**src/rtl/pipe_stage_reg.sv**
```systemverilog
// rtl/pipe_stage_reg.sv - pipeline stage register with 1-entry skid buffer, flush and stall counter
module pipe_stage_reg #(
    parameter int DATA_W = 64,
    parameter int CTRL_W = 2,
    parameter int DEST_W = 5,
    parameter int CNT_W  = 16
) (
    input  logic              clock,
    input  logic              resetn,
    input  logic              flush,
    input  logic              in_valid,
    output logic              in_ready,
    input  logic [CTRL_W-1:0] in_ctrl,
    input  logic [DEST_W-1:0] in_dest,
    input  logic [DATA_W-1:0] in_data,
    output logic              out_valid,
    input  logic              out_ready,
    output logic [CTRL_W-1:0] out_ctrl,
    output logic [DEST_W-1:0] out_dest,
    output logic [DATA_W-1:0] out_data,
    output logic [CNT_W-1:0]  stall_cnt,
    input  logic              stall_clr
);

    localparam logic [CNT_W-1:0] CNT_MAX = {CNT_W{1'b1}};

    logic              skid_valid;
    logic [CTRL_W-1:0] skid_ctrl;
    logic [DEST_W-1:0] skid_dest;
    logic [DATA_W-1:0] skid_data;

    logic accept;
    logic drain;
    logic stalled;

    // in_ready comes straight from a flop so there is no path from out_ready
    assign in_ready = !skid_valid;
    assign accept   = in_valid && in_ready;
    assign drain    = out_valid && out_ready;
    assign stalled  = out_valid && !out_ready;

    always_ff @(posedge clock or negedge resetn) begin
        if (!resetn) begin
            out_valid  <= 1'b0;
            out_ctrl   <= '0;
            out_dest   <= '0;
            out_data   <= '0;
            skid_valid <= 1'b0;
            skid_ctrl  <= '0;
            skid_dest  <= '0;
            skid_data  <= '0;
        end else if (flush) begin
            out_valid  <= 1'b0;
            out_ctrl   <= '0;
            skid_valid <= 1'b0;
        end else if (accept && (!out_valid || drain)) begin
            out_valid <= 1'b1;
            out_ctrl  <= in_ctrl;
            out_dest  <= in_dest;
            out_data  <= in_data;
        end else if (accept) begin
            skid_valid <= 1'b1;
            skid_ctrl  <= in_ctrl;
            skid_dest  <= in_dest;
            skid_data  <= in_data;
        end else if (drain && skid_valid) begin
            // refill from the skid slot on the same edge, so no bubble appears
            out_valid  <= 1'b1;
            out_ctrl   <= skid_ctrl;
            out_dest   <= skid_dest;
            out_data   <= skid_data;
            skid_valid <= 1'b0;
        end else if (drain) begin
            // bubble: ctrl zeroed so no write-enable leaks; dest/data hold
            out_valid <= 1'b0;
            out_ctrl  <= '0;
        end
    end

    always_ff @(posedge clock or negedge resetn) begin
        if (!resetn) begin
            stall_cnt <= '0;
        end else if (stall_clr) begin
            stall_cnt <= '0;
        end else if (stalled && !flush && (stall_cnt != CNT_MAX)) begin
            stall_cnt <= stall_cnt + 1'b1;
        end
    end

endmodule
```
**config.mk**
```make
export PLATFORM = sky130hd
export DESIGN_NAME = pipe_stage_reg
export DESIGN_NICKNAME = d
export VERILOG_FILES = /design/src/rtl/pipe_stage_reg.sv
export SDC_FILE = /design/constraint.sdc
export NUM_CORES = 1
export LEC_CHECK = 0
export CAP_MARGIN = 20
export CORE_ASPECT_RATIO = 1.25
export CORE_MARGIN = 4
export CORE_UTILIZATION = 45
export CTS_BUF_LIST = sky130_fd_sc_hd__clkbuf_4 sky130_fd_sc_hd__clkbuf_8 sky130_fd_sc_hd__clkbuf_16
export DETAILED_ROUTE_END_ITERATION = 16
export HOLD_SLACK_MARGIN = 0.05
export PLACE_DENSITY = 0.88
export RECOVER_POWER = 100
export SETUP_SLACK_MARGIN = 0.05
export SYNTH_ARGS = -nofsm -noshare
export SYNTH_HDL_FRONTEND = slang
export SYNTH_SLANG_ARGS = --single-unit
```
**constraint.sdc**
```tcl
create_clock -name clock -period 1.75 [get_ports clock]
set_input_delay 0.35 -clock clock [delete_from_list [all_inputs] [get_ports clock]]
set_output_delay 0.35 -clock clock [all_outputs]
set_load 0.02 [all_outputs]
```
Yosys cells after proc, flatten, opt, wreduce, memory -nomap -nowiden
Cells that the tools add are included.
Word-level totals
  register bits after elaboration: 160
  word-level logic and storage cells: 58
  output and inout bits: 89
Cells by class
  bitwise operators: 2
  equal/unequal tests: 4
  reduce and logical (&&, ||, !) cells: 20
  add/subtract/negate cells: 1
  multiplexer cells: 22
Operators by type and width (number)
  64-bit two-way mux: 3
  16-bit two-way mux: 2
  16-bit by 1-bit adder with 16-bit output (second input constant): 1
  16-bit inequality test (second input constant): 1
  5-bit two-way mux: 3
  2-bit two-way mux: 5
  1-bit two-way mux: 9
  1-bit logical AND: 7
  3-bit AND reduction: 2
  1-bit zero test: 4
  2-bit AND reduction: 2
  2-bit nonzero test: 2
  4-bit nonzero test: 1
  3-bit by 2-bit inequality test with 1-bit output (second input constant): 1
  3-bit nonzero test: 1
  2-bit by 1-bit inequality test with 1-bit output (second input constant): 1
  2-bit inequality test (second input constant): 1
  1-bit inverter: 2
  1-bit logical OR: 1

Longest topological paths before layout
  word-level depth: 6
  gate-level depth with buffers: 7
  mapped depth without buffers: 5

Worst setup path before layout
OpenSTA, ideal clock, no wires.
  kind: reg-to-reg
  start point: register out_valid
  end point: register stall_cnt[15]
  data arrival time: 1.743 ns
  buffers on the path: 1
  path slack: -0.118 ns
  stages on the path, launching flop included: 6
  library setup time: 0.125 ns
  path through: dfrtp_1 > nor3b_4 > nand4_1 > buf_2 > nor4_1 > mux2_2
Between the ends
  word-level cells in the longest chain between the ends: 4
Ends and longest elaborated chain
  from (decl): RTL line 16  | output logic out_valid,
  from (signal assigned): RTL line 44  | out_valid <= 1'b0;
  from (signal assigned): RTL line 53  | out_valid <= 1'b0;
  from (signal assigned): RTL line 57  | out_valid <= 1'b1;
  1-bit logical AND: RTL line 40  | assign stalled = out_valid && !out_ready;
  1-bit logical AND (2 in series): RTL line 85  | end else if (stalled && !flush && (stall_cnt != CNT_MAX)) begin
  2-bit nonzero test (no line)
  to (signal assigned): RTL line 86  | stall_cnt <= stall_cnt + 1'b1;
  to (decl): RTL line 21  | output logic [CNT_W-1:0] stall_cnt,
No other way between the ends.
A chain may end at the register's enable or synchronous reset.

Worst setup path in the final report
  start point: register out_valid
  end point: register stall_cnt[14]
The elaborated chain is that of the path after synthesis.

==> impl_metrics.tcl <==
set metrics [dict create \
    yosys_warnings 0 \
    power_frac_seq_pct 43.3 \
    internal_power_w 0.00843 \
    rows 50 \
    maxCapViolations 0 \
    register_area_sq_um 4010 \
    grt_pass1_wl_microns 29100 \
    fin_ws_ps -26.9 \
    synth_cell_types 36 \
    p_sw_share_pct 29.1 \
    place_congestion 0.847 \
    drtPass1Iterations 5 \
    ys_ff_latch 160 \
    die_y_microns 146 \
    tightest_slew_ps 823 \
    insertion_delay_ps 410 \
    ys_seq_area_share_pct 58.2 \
    final_antenna_net_count 0 \
    grt_pass1_vias 5745 \
    multiInputGateArea_sq_um 2850 \
    final_common_cell "dfrtp_1" \
    cts_inserted_buffers 17 \
    status "finished, violations left" \
    dieWidth_microns 119 \
    dp_cells 928 \
    fp.coreArea_sq_um 15000 \
    drcViolationCount 0 \
    syn_area_sq_um 6870 \
    startpoint "out_valid$_DFFE_PN0P_" \
    arrival_ps 2110 \
    final_layout_size_suffix_gt1_share_pct 24.5 \
    timing.final.hold_violations 0 \
    grt_usage_pct 20.6 \
    path_clk_slew_ps 60 \
    routed_wirelength_microns 18600 \
    path_class "reg -> reg" \
    viasPerCell 5.50 \
    min_path_type "in -> async" \
    start_util_pct 45.8 \
    rsz0062_at_grt "yes" \
    most-common-layout-cells "dfrtp_1 (153), dlygate4sd2_1 (87), a21oi_1 (80)" \
    p_comb_share_pct 25.1 \
    cp-start-kind "register" \
    violations "negative setup slack" \
    ir_worst_vdd_v 0.000740 \
    min_period_ps 1780 \
    cts.path.max_buffers 2 \
    ioPinCount 166 \
    io_buffers 165 \
    reg2reg_slack_ps -30 \
    areaGrowthSynthToFinish_pct 44.0 \
    max_freq_mhz 563 \
    die_area_sq_um 17300 \
    stdcell_area_sq_um 9900 \
    cts_tree "built" \
    r2r_start "out_valid$_DFFE_PN0P_" \
    finalClockSkew_ps 9.21 \
    rr_endpoint "stall_cnt[14]$_DFFE_PN0P_" \
    cts_root_buffer "clkbuf_16" \
    power_density_nw_per_um2 1200 \
    cts_max_level 4 \
    clkPwrFrac_pct 31.6 \
    finalPower_w 0.0119 \
    worstPathRequired_ps 2080 \
    hold_slack_ps 328 \
    setup_violations 1 \
    grt_max_degree 62 \
    critPathCapture "stall_cnt[14]$_DFFE_PN0P_" \
    slew_headroom_pct 45.1 \
    fin_crit_sh_pct 102 \
    r2r_cells 6 \
    synthCells 565 \
    power.switching_w 0.00346 \
    dp_hpwl_microns 12400 \
    vias 5357 \
    nNetsFinal 858 \
    cts.sinks 160 \
    final_cells 974 \
    power_leakage_nw 4.47 \
    post_dp_cell_area_sq_um 9130 \
    drt-wirelength-per-cell_microns 19.0 \
    grt_antenna_before_repair 0 \
    end_kind "register" \
    cp_max_fo 8 \
    synth_nets 643 \
    diodes 0 \
    grt_overflow_total 0 \
    avgSynthCellArea_sq_um 12.2 \
    drv_slew 0 \
    nFillCells 1132 \
    drt_iter0_markers 262 \
]
[state kept, by name, indices dropped and copies added (netlist names)]
signal      cells
stall_cnt      16
out_valid       1
skid_dest       5
skid_data      64
skid_ctrl       2
out_data       64
out_ctrl        2
out_dest        5
skid_valid      1
[layer usage]
layer / part of all wire [%] / global-route usage [%] / vias to the layer above
li1: - / - / 2443
met3: 5.6 / 5.50 / 32
met1: 40 / 25.0 / 2684
met5: 0 / 0 / -
met4: 2.2 / 7.07 / 0
met2: 52 / 35.5 / 198
[repair_timing]
| action | 4_1_cts | 5_1_grt |
|---|---|---|
| cloned | 0 | 4 |
| hold buffers | 1 | 0 |
| endpoints found under the setup margin | 106 | 55 |
| setup buffers | 0 | 10 |
| gates resized for setup | 99 | 28 |
| pin swaps | 1 | 12 |
| hold endpoints to repair | 160 | 0 |
[synth_stat cells]
library cell	count	area share [%]
and3_1	1	0.091
nor2b_1	5	0.46
or2_2	1	0.091
buf_1	1	0.055
inv_1	3	0.16
o31ai_1	7	0.76
dfrtp_1	160	58
nor4_1	3	0.27
buf_4	2	0.22
nand4_1	6	0.55
and2_1	1	0.091
mux2_2	74	12
nand3_1	5	0.36
nor3_1	2	0.15
o21a_1	1	0.11
buf_2	20	1.5
nor3b_4	1	0.27
nand2_1	5	0.27
ha_1	1	0.18
clkbuf_1	11	0.60
o21ai_0	4	0.29
nor4bb_1	1	0.15
nand2b_1	2	0.18
or4_1	6	0.66
and4_1	2	0.25
or3_1	5	0.46
nor2_2	1	0.091
o41ai_2	1	0.24
nor4b_1	2	0.25
nor2_1	74	4.0
o211ai_1	1	0.11
a221o_1	2	0.29
mux2i_1	70	10
xor2_1	1	0.13
a211oi_2	1	0.18
a21oi_1	82	6.0
[kinds of logic after synthesis]
| logic type | synth area share [%] |
|---|---|
| simple gates | 8.68 |
| flops | 58.2 |
| mux | 22.3 |
| buf+inv | 2.49 |
| xor+xnor | 0.127 |
| fa+ha+maj | 0.182 |
| compound gates | 7.95 |
[worst min path at each step]
stage	depth (start not counted)	endpoint	slack, ps
2_1_floorplan	0	out_ctrl[0]$_DFFE_PN0P_	50
3_3_place_gp	1	stall_cnt[12]$_DFFE_PN0P_	160
3_5_place_dp	1	stall_cnt[15]$_DFFE_PN0P_	150
4_1_cts	2	stall_cnt[15]$_DFFE_PN0P_	300
5_1_grt	2	stall_cnt[13]$_DFFE_PN0P_	350
6_report	2	stall_cnt[15]$_DFFE_PN0P_	330
[through the flow]
stage               TNS (ps)  setup slack (ps)  utilization, %
detailed placement    -47560              -444            60.8
floorplan              -1.02             -1.02               -
finish                 -26.9             -26.9            65.9
global placement      -43130              -403            60.8
CTS                    -4.79             -4.79            64.5
global route            -501             -95.7            65.9
[area by class of cell]
| type | count | area share (%) |
|---|---|---|
| well taps | 182 | 2.30 |
| multi-input cells | 368 | 28.8 |
| clock buffers | 22 | 4.74 |
| repair buffers | 230 | 22.2 |
| clock inverters | 9 | 1.37 |
| flip-flops and latches | 160 | 40.5 |
| inverters | 3 | 0.114 |
[power by group through the flow]
| stage | Sequential (W) | Clock (W) | Combinational, W |
|---|---|---|---|
| after floorplan | 0.00559 | 0 | 0.00127 |
| after global placement | 0.00514 | 0 | 0.00309 |
| after detailed placement | 0.00522 | 0 | 0.00324 |
| after CTS | 0.00515 | 0.00382 | 0.00297 |
| after global routing | 0.00526 | 0.00403 | 0.00325 |
| final | 0.00515 | 0.00376 | 0.00298 |
[worst max-delay path: stages (launching register included)]
cell and delay, ps:
dfrtp_2 390, nor3b_4 260, buf_6 160, o41ai_4 110, buf_4 170, or4_4 470, a21oi_2 130
(Power assumes the default switching activity.)
